**src/rtl/apb_resp_regfile.sv**
```systemverilog
// APB3 completer with a small register file, wait states, slave-error decode and saturating counters.
// Optional macro APB_RESP_RAND_WAIT_EN: wait states come from a 16-bit Galois LFSR instead of WAIT_CYCLES.
module apb_resp_regfile #(
  parameter int unsigned           ADDR_WIDTH  = 20,
  parameter int unsigned           DATA_WIDTH  = 32,
  parameter int unsigned           NUM_REGS    = 16,
  parameter int unsigned           RO_START    = 12,
  parameter int unsigned           WAIT_CYCLES = 0,
  parameter logic [DATA_WIDTH-1:0] RESET_VAL   = '0
) (
  input  logic                  clk,
  input  logic                  rst,
  input  logic [ADDR_WIDTH-1:0] apb_paddr,
  input  logic                  apb_psel,
  input  logic                  apb_penable,
  input  logic                  apb_pwrite,
  input  logic [DATA_WIDTH-1:0] apb_pwdata,
  output logic [DATA_WIDTH-1:0] apb_prdata,
  output logic                  apb_pready,
  output logic                  apb_pslverr,
  output logic [15:0]           wr_cnt,
  output logic [15:0]           rd_cnt,
  output logic [7:0]            err_cnt,
  output logic                  proto_err
);

  typedef enum logic {
    IDLE,
    ACCESS
  } state_e;

  localparam int unsigned IDX_W = ADDR_WIDTH - 2;
  localparam int unsigned SEL_W = (NUM_REGS > 1) ? $clog2(NUM_REGS) : 1;
  localparam logic [IDX_W-1:0] NUM_REGS_IDX = IDX_W'(NUM_REGS);
  localparam logic [IDX_W-1:0] RO_START_IDX = IDX_W'(RO_START);

  state_e                state_q;
  logic [3:0]            wait_q;
  logic [ADDR_WIDTH-1:0] addr_q;
  logic                  write_q;
  logic [DATA_WIDTH-1:0] wdata_q;
  logic [DATA_WIDTH-1:0] regs_q [NUM_REGS];
  logic [15:0]           wr_cnt_q, wr_cnt_d;
  logic [15:0]           rd_cnt_q, rd_cnt_d;
  logic [7:0]            err_cnt_q, err_cnt_d;
  logic                  proto_err_q;

  logic [IDX_W-1:0]      idx;
  logic [SEL_W-1:0]      reg_sel;
  logic                  dec_err;
  logic                  ready;
  logic                  complete;
  logic [3:0]            wait_load;

  // Decode always works on the latched request so bus changes during ACCESS are ignored.
  assign idx      = addr_q[ADDR_WIDTH-1:2];
  assign reg_sel  = idx[SEL_W-1:0];
  assign dec_err  = (addr_q[1:0] != 2'b00) || (idx >= NUM_REGS_IDX) ||
                    (write_q && (idx >= RO_START_IDX));
  assign ready    = (state_q == ACCESS) && (wait_q == 4'd0);
  assign complete = ready && apb_psel && apb_penable;

  assign apb_pready  = ready;
  assign apb_pslverr = ready && dec_err;
  assign apb_prdata  = (ready && !dec_err && !write_q) ? regs_q[reg_sel] : '0;

`ifdef APB_RESP_RAND_WAIT_EN
  logic [15:0] lfsr_q;

  // Right-shifting Galois form; 16'hB400 encodes taps 16,14,13,11.
  always_ff @(posedge clk or posedge rst) begin
    if (rst) begin
      lfsr_q <= 16'hACE1;
    end else if (complete) begin
      lfsr_q <= {1'b0, lfsr_q[15:1]} ^ (lfsr_q[0] ? 16'hB400 : 16'h0000);
    end
  end

  assign wait_load = lfsr_q[3:0];
`else
  assign wait_load = 4'(WAIT_CYCLES);
`endif

  // NOTE: sequential state uses <= so every register samples pre-edge values; = here would race.
  always_ff @(posedge clk or posedge rst) begin
    if (rst) begin
      state_q     <= IDLE;
      wait_q      <= 4'd0;
      addr_q      <= '0;
      write_q     <= 1'b0;
      wdata_q     <= '0;
      proto_err_q <= 1'b0;
    end else begin
      proto_err_q <= 1'b0;
      case (state_q)
        IDLE: begin
          if (apb_penable) begin
            proto_err_q <= 1'b1;
          end else if (apb_psel) begin
            state_q <= ACCESS;
            wait_q  <= wait_load;
            addr_q  <= apb_paddr;
            write_q <= apb_pwrite;
            wdata_q <= apb_pwdata;
          end
        end
        ACCESS: begin
          if (!(apb_psel && apb_penable)) begin
            proto_err_q <= 1'b1;
            state_q     <= IDLE;
          end else if (wait_q == 4'd0) begin
            state_q <= IDLE;
          end else begin
            wait_q <= wait_q - 4'd1;
          end
        end
        default: state_q <= IDLE;
      endcase
    end
  end

  // NOTE: the register file has a defined reset value, so it is reset like any other flop.
  always_ff @(posedge clk or posedge rst) begin
    if (rst) begin
      for (int i = 0; i < int'(NUM_REGS); i++) begin
        regs_q[i] <= RESET_VAL;
      end
    end else if (complete && write_q && !dec_err) begin
      regs_q[reg_sel] <= wdata_q;
    end
  end

  // NOTE: each _d gets a default first so no path leaves it unassigned and infers a latch.
  always_comb begin
    wr_cnt_d  = wr_cnt_q;
    rd_cnt_d  = rd_cnt_q;
    err_cnt_d = err_cnt_q;
    if (complete) begin
      if (dec_err) begin
        if (err_cnt_q != 8'hFF) err_cnt_d = err_cnt_q + 8'd1;
      end else if (write_q) begin
        if (wr_cnt_q != 16'hFFFF) wr_cnt_d = wr_cnt_q + 16'd1;
      end else begin
        if (rd_cnt_q != 16'hFFFF) rd_cnt_d = rd_cnt_q + 16'd1;
      end
    end
  end

  always_ff @(posedge clk or posedge rst) begin
    if (rst) begin
      wr_cnt_q  <= 16'd0;
      rd_cnt_q  <= 16'd0;
      err_cnt_q <= 8'd0;
    end else begin
      wr_cnt_q  <= wr_cnt_d;
      rd_cnt_q  <= rd_cnt_d;
      err_cnt_q <= err_cnt_d;
    end
  end

  assign wr_cnt    = wr_cnt_q;
  assign rd_cnt    = rd_cnt_q;
  assign err_cnt   = err_cnt_q;
  assign proto_err = proto_err_q;

endmodule

```
**config.mk**
```make
export PLATFORM = sky130hd
export DESIGN_NAME = apb_resp_regfile
export DESIGN_NICKNAME = d
export VERILOG_FILES = /design/src/rtl/apb_resp_regfile.sv
export SDC_FILE = /design/constraint.sdc
export NUM_CORES = 1
export LEC_CHECK = 0
export BUFFER_PORTS_ARGS = -buffer_cell sky130_fd_sc_hd__buf_2
export CORE_AREA = 8 8 333 335
export DETAILED_ROUTE_END_ITERATION = 8
export DIE_AREA = 0 0 341 343
export PLACE_DENSITY = 0.42
export SETUP_SLACK_MARGIN = 0.2
export SLEW_MARGIN = 25
export SYNTH_ARGS = -nofsm -noshare
export SYNTH_HDL_FRONTEND = slang
export SYNTH_SLANG_ARGS = --single-unit
```
**constraint.sdc**
```tcl
create_clock -name clk -period 65.2 [get_ports clk]
set_clock_uncertainty 0.05 [all_clocks]
set_input_delay 13.04 -clock clk [delete_from_list [all_inputs] [get_ports clk]]
set_output_delay 13.04 -clock clk [all_outputs]
set_load 0.02 [all_outputs]
```
==> results of run 1 <==
[worst paths after layout]
| path | slack (ns) | from | depth (start not counted) | to |
|---|---|---|---|---|
| max in group asynchronous | 49.85 | rst | 5 | regs_q[87]$_DFFE_PP0P_ |
| min in group asynchronous | 12.56 | rst | 2 | regs_q[262]$_DFFE_PP0P_ |
| hold reg to reg | 0.32 | regs_q[49]$_DFFE_PP0P_ | 0 | regs_q[49]$_DFFE_PP0P_ |
| hold / removal | 0.32 | regs_q[49]$_DFFE_PP0P_ | 0 | regs_q[49]$_DFFE_PP0P_ |
| setup / recovery | 47.71 | addr_q[2]$_DFFE_PP0P_ | 6 | apb_prdata[8] |
| setup reg to reg | 61.13 | addr_q[2]$_DFFE_PP0P_ | 6 | regs_q[206]$_DFFE_PP0P_ |
[where the power goes]
| group | switching [mW] | internal (mW) |
|---|---|---|
| Sequential | 0.0185 | 0.385 |
| Combinational | 0.0374 | 0.0180 |
| Clock | 0.159 | 0.248 |
| Total | 0.215 | 0.652 |
[worst register-to-register path, stage by stage (launching register included)]
cell and delay (ns):
dfrtp_4 0.94, buf_4 0.87, nand2_1 0.17, nor2_1 0.27, nand4_2 0.69, buf_4 0.58, mux2_1 0.38
[state kept, by name (all words and copies together), names as in the netlist]
signal,count
regs_q,512
wr_cnt,16
wait_q,4
addr_q,20
err_cnt,8
proto_err,1
write_q,1
state_q,1
wdata_q,32
rd_cnt,16
[cell usage after synthesis (all sizes together) (2+ instances only)]
master / number
o21ai: 3
nor4: 10
a311oi: 2
nand4: 23
mux2: 389
and4: 4
inv: 10
a21oi: 34
buf: 55
nor2: 24
xnor2: 20
and2: 3
xor2: 17
or4: 4
mux4: 128
a22oi: 64
nand2: 184
clkbuf: 208
nor2b: 3
or3: 4
and3: 6
ha: 4
nor3: 9
dfrtp: 611
nand3: 15
[per-stage QoR]
step | setup WS [ns] | instance area, um2 | util | std cells | hold slack [ns]
3_5_place_dp | 48.10 | 27810 | 0.2627 | 3147 | 0.3122
4_1_cts | 47.42 | 30170 | 0.2851 | 3269 | 0.3249
2_1_floorplan | 35.00 | 26130 | - | 1844 | 0.3739
6_report | 47.71 | 30200 | 0.2853 | 3271 | 0.3193
5_1_grt | 47.38 | 30190 | 0.2852 | 3269 | 0.3307
3_3_place_gp | 48.13 | 27780 | 0.2624 | 3146 | 0.3097
[area by class of cell]
cell class	count	share of cell area
multi-input cells	960	0.3243
clock inverters	16	0.009198
inverters	10	0.001492
flip-flops and latches	611	0.5066
diodes	2	0.0001657
clock buffers	106	0.06915
repair buffers	163	0.03095
well taps	1403	0.05813
[per-layer routing]
| metal | vias to the layer above | global-route usage | wire length, um |
|---|---|---|---|
| met4 | 4 | 0.03567 | 1448 |
| met3 | 98 | 0.02518 | 3196 |
| li1 | 6454 | - | - |
| met5 | - | 0 | 27 |
| met2 | 296 | 0.1885 | 32490 |
| met1 | 7894 | 0.1660 | 33210 |
[cell usage in the layout (no fill, tap or decap), types with 6 or more instances in the layout]
cell and instances:
dfrtp_1 609, mux2_2 322, nand2_1 183, buf_2 131
mux4_2 128, clkbuf_16 71, mux2_1 67, a22oi_1 64
a21oi_1 34, buf_4 26, nor2_1 23, xnor2_1 19
clkbuf_8 18, xor2_1 17, clkbuf_1 17, nand4_1 16
nand3_1 15, nor4_1 9, inv_1 8, nor3_1 8
nand4_2 7, bufinv_16 7, and3_1 6
[cells by family after synthesis]
family                     Yosys count  share of synthesized area
DFF                                611                     0.5851
muxes                              517                     0.2779
and+or+nand+nor                    294                    0.05290
buffers and inverters              273                    0.04127
AOI/OAI and AO/OA                  108                    0.02825
xor gates and xnor gates            37                    0.01269
adders and majority gates            4                   0.001915
==> qor.yml, run 1 <==
status:
  result_of_the_run: "finished clean"
logic_synthesis:
  synth_top_area_share: 0.5851
  netlist_instances: 1844
  library_cell_with_the_largest_summed_area_after_synthesis: "dfrtp_1"
  ys_ff_latch: 611
  post_synth_design_cell_area_mm2: 0.02613
  synth_top_area_cells: "dfrtp_1 59%, mux2_2 14%, mux4_2 11%"
  synth_fp_nets: 1905
  ys_async_sr_fraction: 1.000
  post_synth_edffs: 0
  netlist-cell-type-count: 47
  ys_seq_area_frac: 0.5851
  synth.yosys.warnings: 0
  ys.flop_type: "dfrtp_1"
  post_synth.cell_area_avg_um2: 14.17
sta:
  final.setup.tns_ns: 0
  timing_max_transition_violations_final: 0
  timing.max_slew.rel_slack: 0.3551
  fin_crit_ns: 17.49
  maximum_operating_frequency_mhz: 57.18
  timing_hold_violations_final: 0
  timing_worst_slew_pin_value_ns: 0.9650
  rsz_0062_raised_after_global_routing: "no"
  report.final.setup_viol: 0
  finalCritPeriodShare: 0.2682
global_routing:
  global_route_wire_length_before_repair_um: 107800
  first_global_vias: 16166
  largest_net_degree_at_the_start_of_global_routing: 124
  grt.overflow.total: 0
  track_usage: 0.1199
  grt_antenna_before_repair: 4
layout:
  layout-area-overhead-vs-synth_pct: 15.55
  multiInputGateArea_mm2: 0.009794
  fraction_of_layout_instances_using_a_drive_strength_above_1: 0.3992
  seqCellArea_mm2: 0.01530
  design.final.nets: 1876
  filler_cell_count: 10660
critical_path:
  critical_path_buf_inv_count: 3
  path_common_cell: "buf_4"
  crit_fanout: 42
  timing.critical_path.cells: "buf_4 > buf_4 > mux4_2 > a22oi_1 > a21oi_1 > buf_2"
  worst_path_dominant_cell_family: "buffers and inverters"
  crit_path_top_delay_cell: "dfrtp_4"
  cp_data_arrival_time_ns: 4.40
  worst_setup_path_start_kind: "flop"
  worst_setup_ep_type: "output port"
  critical_path.max_stage_delay_ns: 0.94
  timing_worst_setup_path_type: "reg2out"
  worst_ep_required_time_ns: 52.11
die:
  die-width_um: 341
  top_level_ports: 132
  die_area_mm2: 0.1170
  die_height_um: 343
  placementRows: 120
  initial_utilization: 0.2469
  area_inside_the_core_boundary_mm2: 0.1059
pwr:
  power.leakage_nw: 14.57
  report.power.total_mw: 0.8668
  cellPowerDensity_mw_per_mm2: 28.70
  max-vdd-ir-drop_v: 0.00001396
clock_network:
  clkSinkCount: 611
  cts_buffers: 69
  tritoncts: "yes"
  cts_hold_buffers: 0
  clkTransAtPathRegs_ns: 0.06
  cts_post_setup_buffers_inserted: 0
  post_cts_resize_count: 0
  h-tree-depth: 3
  clockBufferDepth: 3
  clk_latency_ns: 0.62
  clockRootBuffer: "clkbuf_16"
placement:
  routabilityCongestion: 0.7067
  port_buffers: 131
  hpwl_um: 40850
route:
  detail-route-antenna-nets: 0
  drt_first_pass_iters: 5
  via_per_inst: 4.508
  detail_route.wirelength_um: 70370
  wl_per_cell_um: 21.51
  dr.first_iter.drc_count: 750
  detail_route.drc_violations: 0
  num_vias: 14746
worst_hold_path:
  hold_path.class: "reg2reg"
flow_run:
  cap_viol_max_count: 0
(Power assumes the default switching activity.)
==> run 2, diff against run 1 <==
- clock period: 65.2 -> 18.02 ns (I/O delays scaled with it)
==> qor.yml, run 2 (synthesis gave the netlist of run 1 again) <==
layout:
  filler_cell_count: 10642  # -0.17%
  largest_register_ffs: 512  # unchanged
  design.final.nets: 1878  # +0.11%
  final_design_area_no_fill_mm2: 0.03036  # +0.52%
  fraction_of_layout_instances_using_a_drive_strength_above_1: 0.4059  # +0.006617
  layout-area-overhead-vs-synth_pct: 16.15
  regMostFlops: "regs_q"
  layout_commonest_cell: "dfrtp_1"
  mostFrequentLayoutCells: "609 x dfrtp_1, 322 x mux2_2, 183 x nand2_1"
  reg_top3: "regs_q (512), wdata_q (32), addr_q (20)"
die:
  die_height_um: 343  # unchanged
  die-width_um: 341  # unchanged
  die_area_mm2: 0.1170  # unchanged
  initial_utilization: 0.2469  # unchanged
  top_level_ports: 132  # unchanged
  placementRows: 120  # unchanged
  area_inside_the_core_boundary_mm2: 0.1059  # unchanged
route:
  via_per_inst: 4.470  # -0.85%
  dr.first_iter.drc_count: 625  # -17%
  detail-route-antenna-nets: 0  # unchanged
  detail_route.wirelength_um: 69920  # -0.65%
  wl_per_cell_um: 21.31  # -0.95%
  drt_first_pass_iters: 4  # -1
  detail_route.drc_violations: 0  # unchanged
  num_vias: 14666  # -0.54%
clock_network:
  tritoncts: "yes"
  post_cts_resize_count: 0  # unchanged
  clkTransAtPathRegs_ns: 0.06  # about the same
  clockBufferDepth: 3  # unchanged
  clockRootBuffer: "clkbuf_16"
  h-tree-depth: 3  # unchanged
  cts_hold_buffers: 0  # unchanged
  cts_buffers: 70  # +1.4%
  clk_latency_ns: 0.61  # about the same
  clkSinkCount: 611  # unchanged
  cts_post_setup_buffers_inserted: 0  # unchanged
pwr:
  power.leakage_nw: 14.65  # +0.54%
  cellPowerDensity_mw_per_mm2: 104.9  # +270%
  report.power.total_mw: 3.183  # +270%
  max-vdd-ir-drop_v: 0.00005809  # +320%
sta:
  timing_max_transition_violations_final: 0  # unchanged
  timing.max_slew.rel_slack: 0.3689  # +0.01379
  timing_hold_violations_final: 0  # unchanged
  fin_crit_ns: 7.833
  timing_worst_slew_pin_value_ns: 0.9467  # -0.01839 ns
  final.setup.tns_ns: 0  # unchanged
  rsz_0062_raised_after_global_routing: "no"
  finalCritPeriodShare: 0.4347
  maximum_operating_frequency_mhz: 127.7
  report.final.setup_viol: 0  # unchanged
  timing.hold.ws_ns: 0.3205  # +0.001194 ns
critical_path:
  worst_setup_path_start_kind: "flop"
  worst_setup_ep_type: "output port"
  setup.reg_to_reg.worst_slack_ns: 14.05  # -47.08 ns
  crit_fanout: 44  # +4.8%
  worst_ep_required_time_ns: 14.37  # -37.74 ns
  timing_worst_setup_path_type: "reg2out"
  cp_data_arrival_time_ns: 4.18  # -0.22 ns
placement:
  hpwl_um: 40430  # -1.0%
  routabilityCongestion: 0.7012  # -0.78%
  port_buffers: 131  # unchanged
  placed_cell_area_mm2: 0.02780  # about the same
flow_run:
  cap_viol_max_count: 0  # unchanged
global_routing:
  global_route_wire_length_before_repair_um: 107700  # -0.12%
  first_global_vias: 16217  # +0.32%
  grt.overflow.total: 0  # unchanged
  grt_antenna_before_repair: 7  # +3
  largest_net_degree_at_the_start_of_global_routing: 183  # +48%
  track_usage: 0.1199  # about the same
status:
  result_of_the_run: "finished clean"
worst_hold_path:
  hold_path.class: "reg2reg"
[run 2: changes by cell type in the layout (fill, tap and decap cells not counted), sizes merged]
cell	previous run	this run
clkinv	4	16
clkbuf	106	102
inv	15	11
clkinvlp	0	3
buf	163	164
bufinv	7	8
diode	2	3
[run 2: per-stage QoR]
| stage | util | std cells | worst slack [ns] |
|---|---|---|---|
| finish | 0.2868 | 3281 | 10.19 |
| detailed placement | 0.2626 | 3147 | 10.60 |
| global route | 0.2867 | 3278 | 9.759 |
| global placement | 0.2625 | 3146 | 10.59 |
| CTS | 0.2864 | 3277 | 9.921 |
| floorplan | - | 1844 | 6.029 |
[run 2: worst paths after layout]
check | start | endpoint | depth (start not counted)
worst max-delay path | addr_q[2]$_DFFE_PP0P_ | apb_prdata[4] | 6
worst min-delay path | regs_q[43]$_DFFE_PP0P_ | regs_q[43]$_DFFE_PP0P_ | 0
worst max register to register | wait_q[0]$_DFFE_PP0P_ | regs_q[168]$_DFFE_PP0P_ | 9
worst min register to register | regs_q[43]$_DFFE_PP0P_ | regs_q[43]$_DFFE_PP0P_ | 0
max in group asynchronous | rst | wdata_q[24]$_DFFE_PP0P_ | 5
min in group asynchronous | rst | regs_q[104]$_DFFE_PP0P_ | 2
[run 2: area by class of cell]
type | instances | area (um2) | share of cell area
Sequential cell | 611 | 15300 | 0.5039
Multi-Input combinational cell | 960 | 9794 | 0.3227
Clock buffer | 102 | 2103 | 0.06929
Tap cell | 1403 | 1755 | 0.05783
Timing Repair Buffer | 164 | 947.2 | 0.03120
Clock inverter | 28 | 409.1 | 0.01348
Inverter | 10 | 41.29 | 0.001360
Antenna cell | 3 | 7.507 | 0.0002473
[run 2: routing by layer]
| metal | track usage | routed length, um | vias up |
|---|---|---|---|
| met2 | 0.1886 | 32270 | 270 |
| met4 | 0.03523 | 1576 | 8 |
| met1 | 0.1668 | 33090 | 7808 |
| li1 | - | - | 6469 |
| met3 | 0.02402 | 2918 | 111 |
| met5 | 0 | 55 | - |
[run 2: report_power, final]
| part | internal, mW | leakage, nW | switching, mW |
|---|---|---|---|
| clock | 0.932 | 1.24 | 0.593 |
| combinational | 0.0641 | 4.98 | 0.132 |
| sequential | 1.39 | 8.43 | 0.0667 |
[run 2: worst max-delay path, cell delays in order (launching register included)]
cell	delay [ns]
dfrtp_4	0.74
buf_4	0.61
buf_4	0.85
mux4_2	0.59
a22oi_1	0.33
a21oi_1	0.17
buf_2	0.22
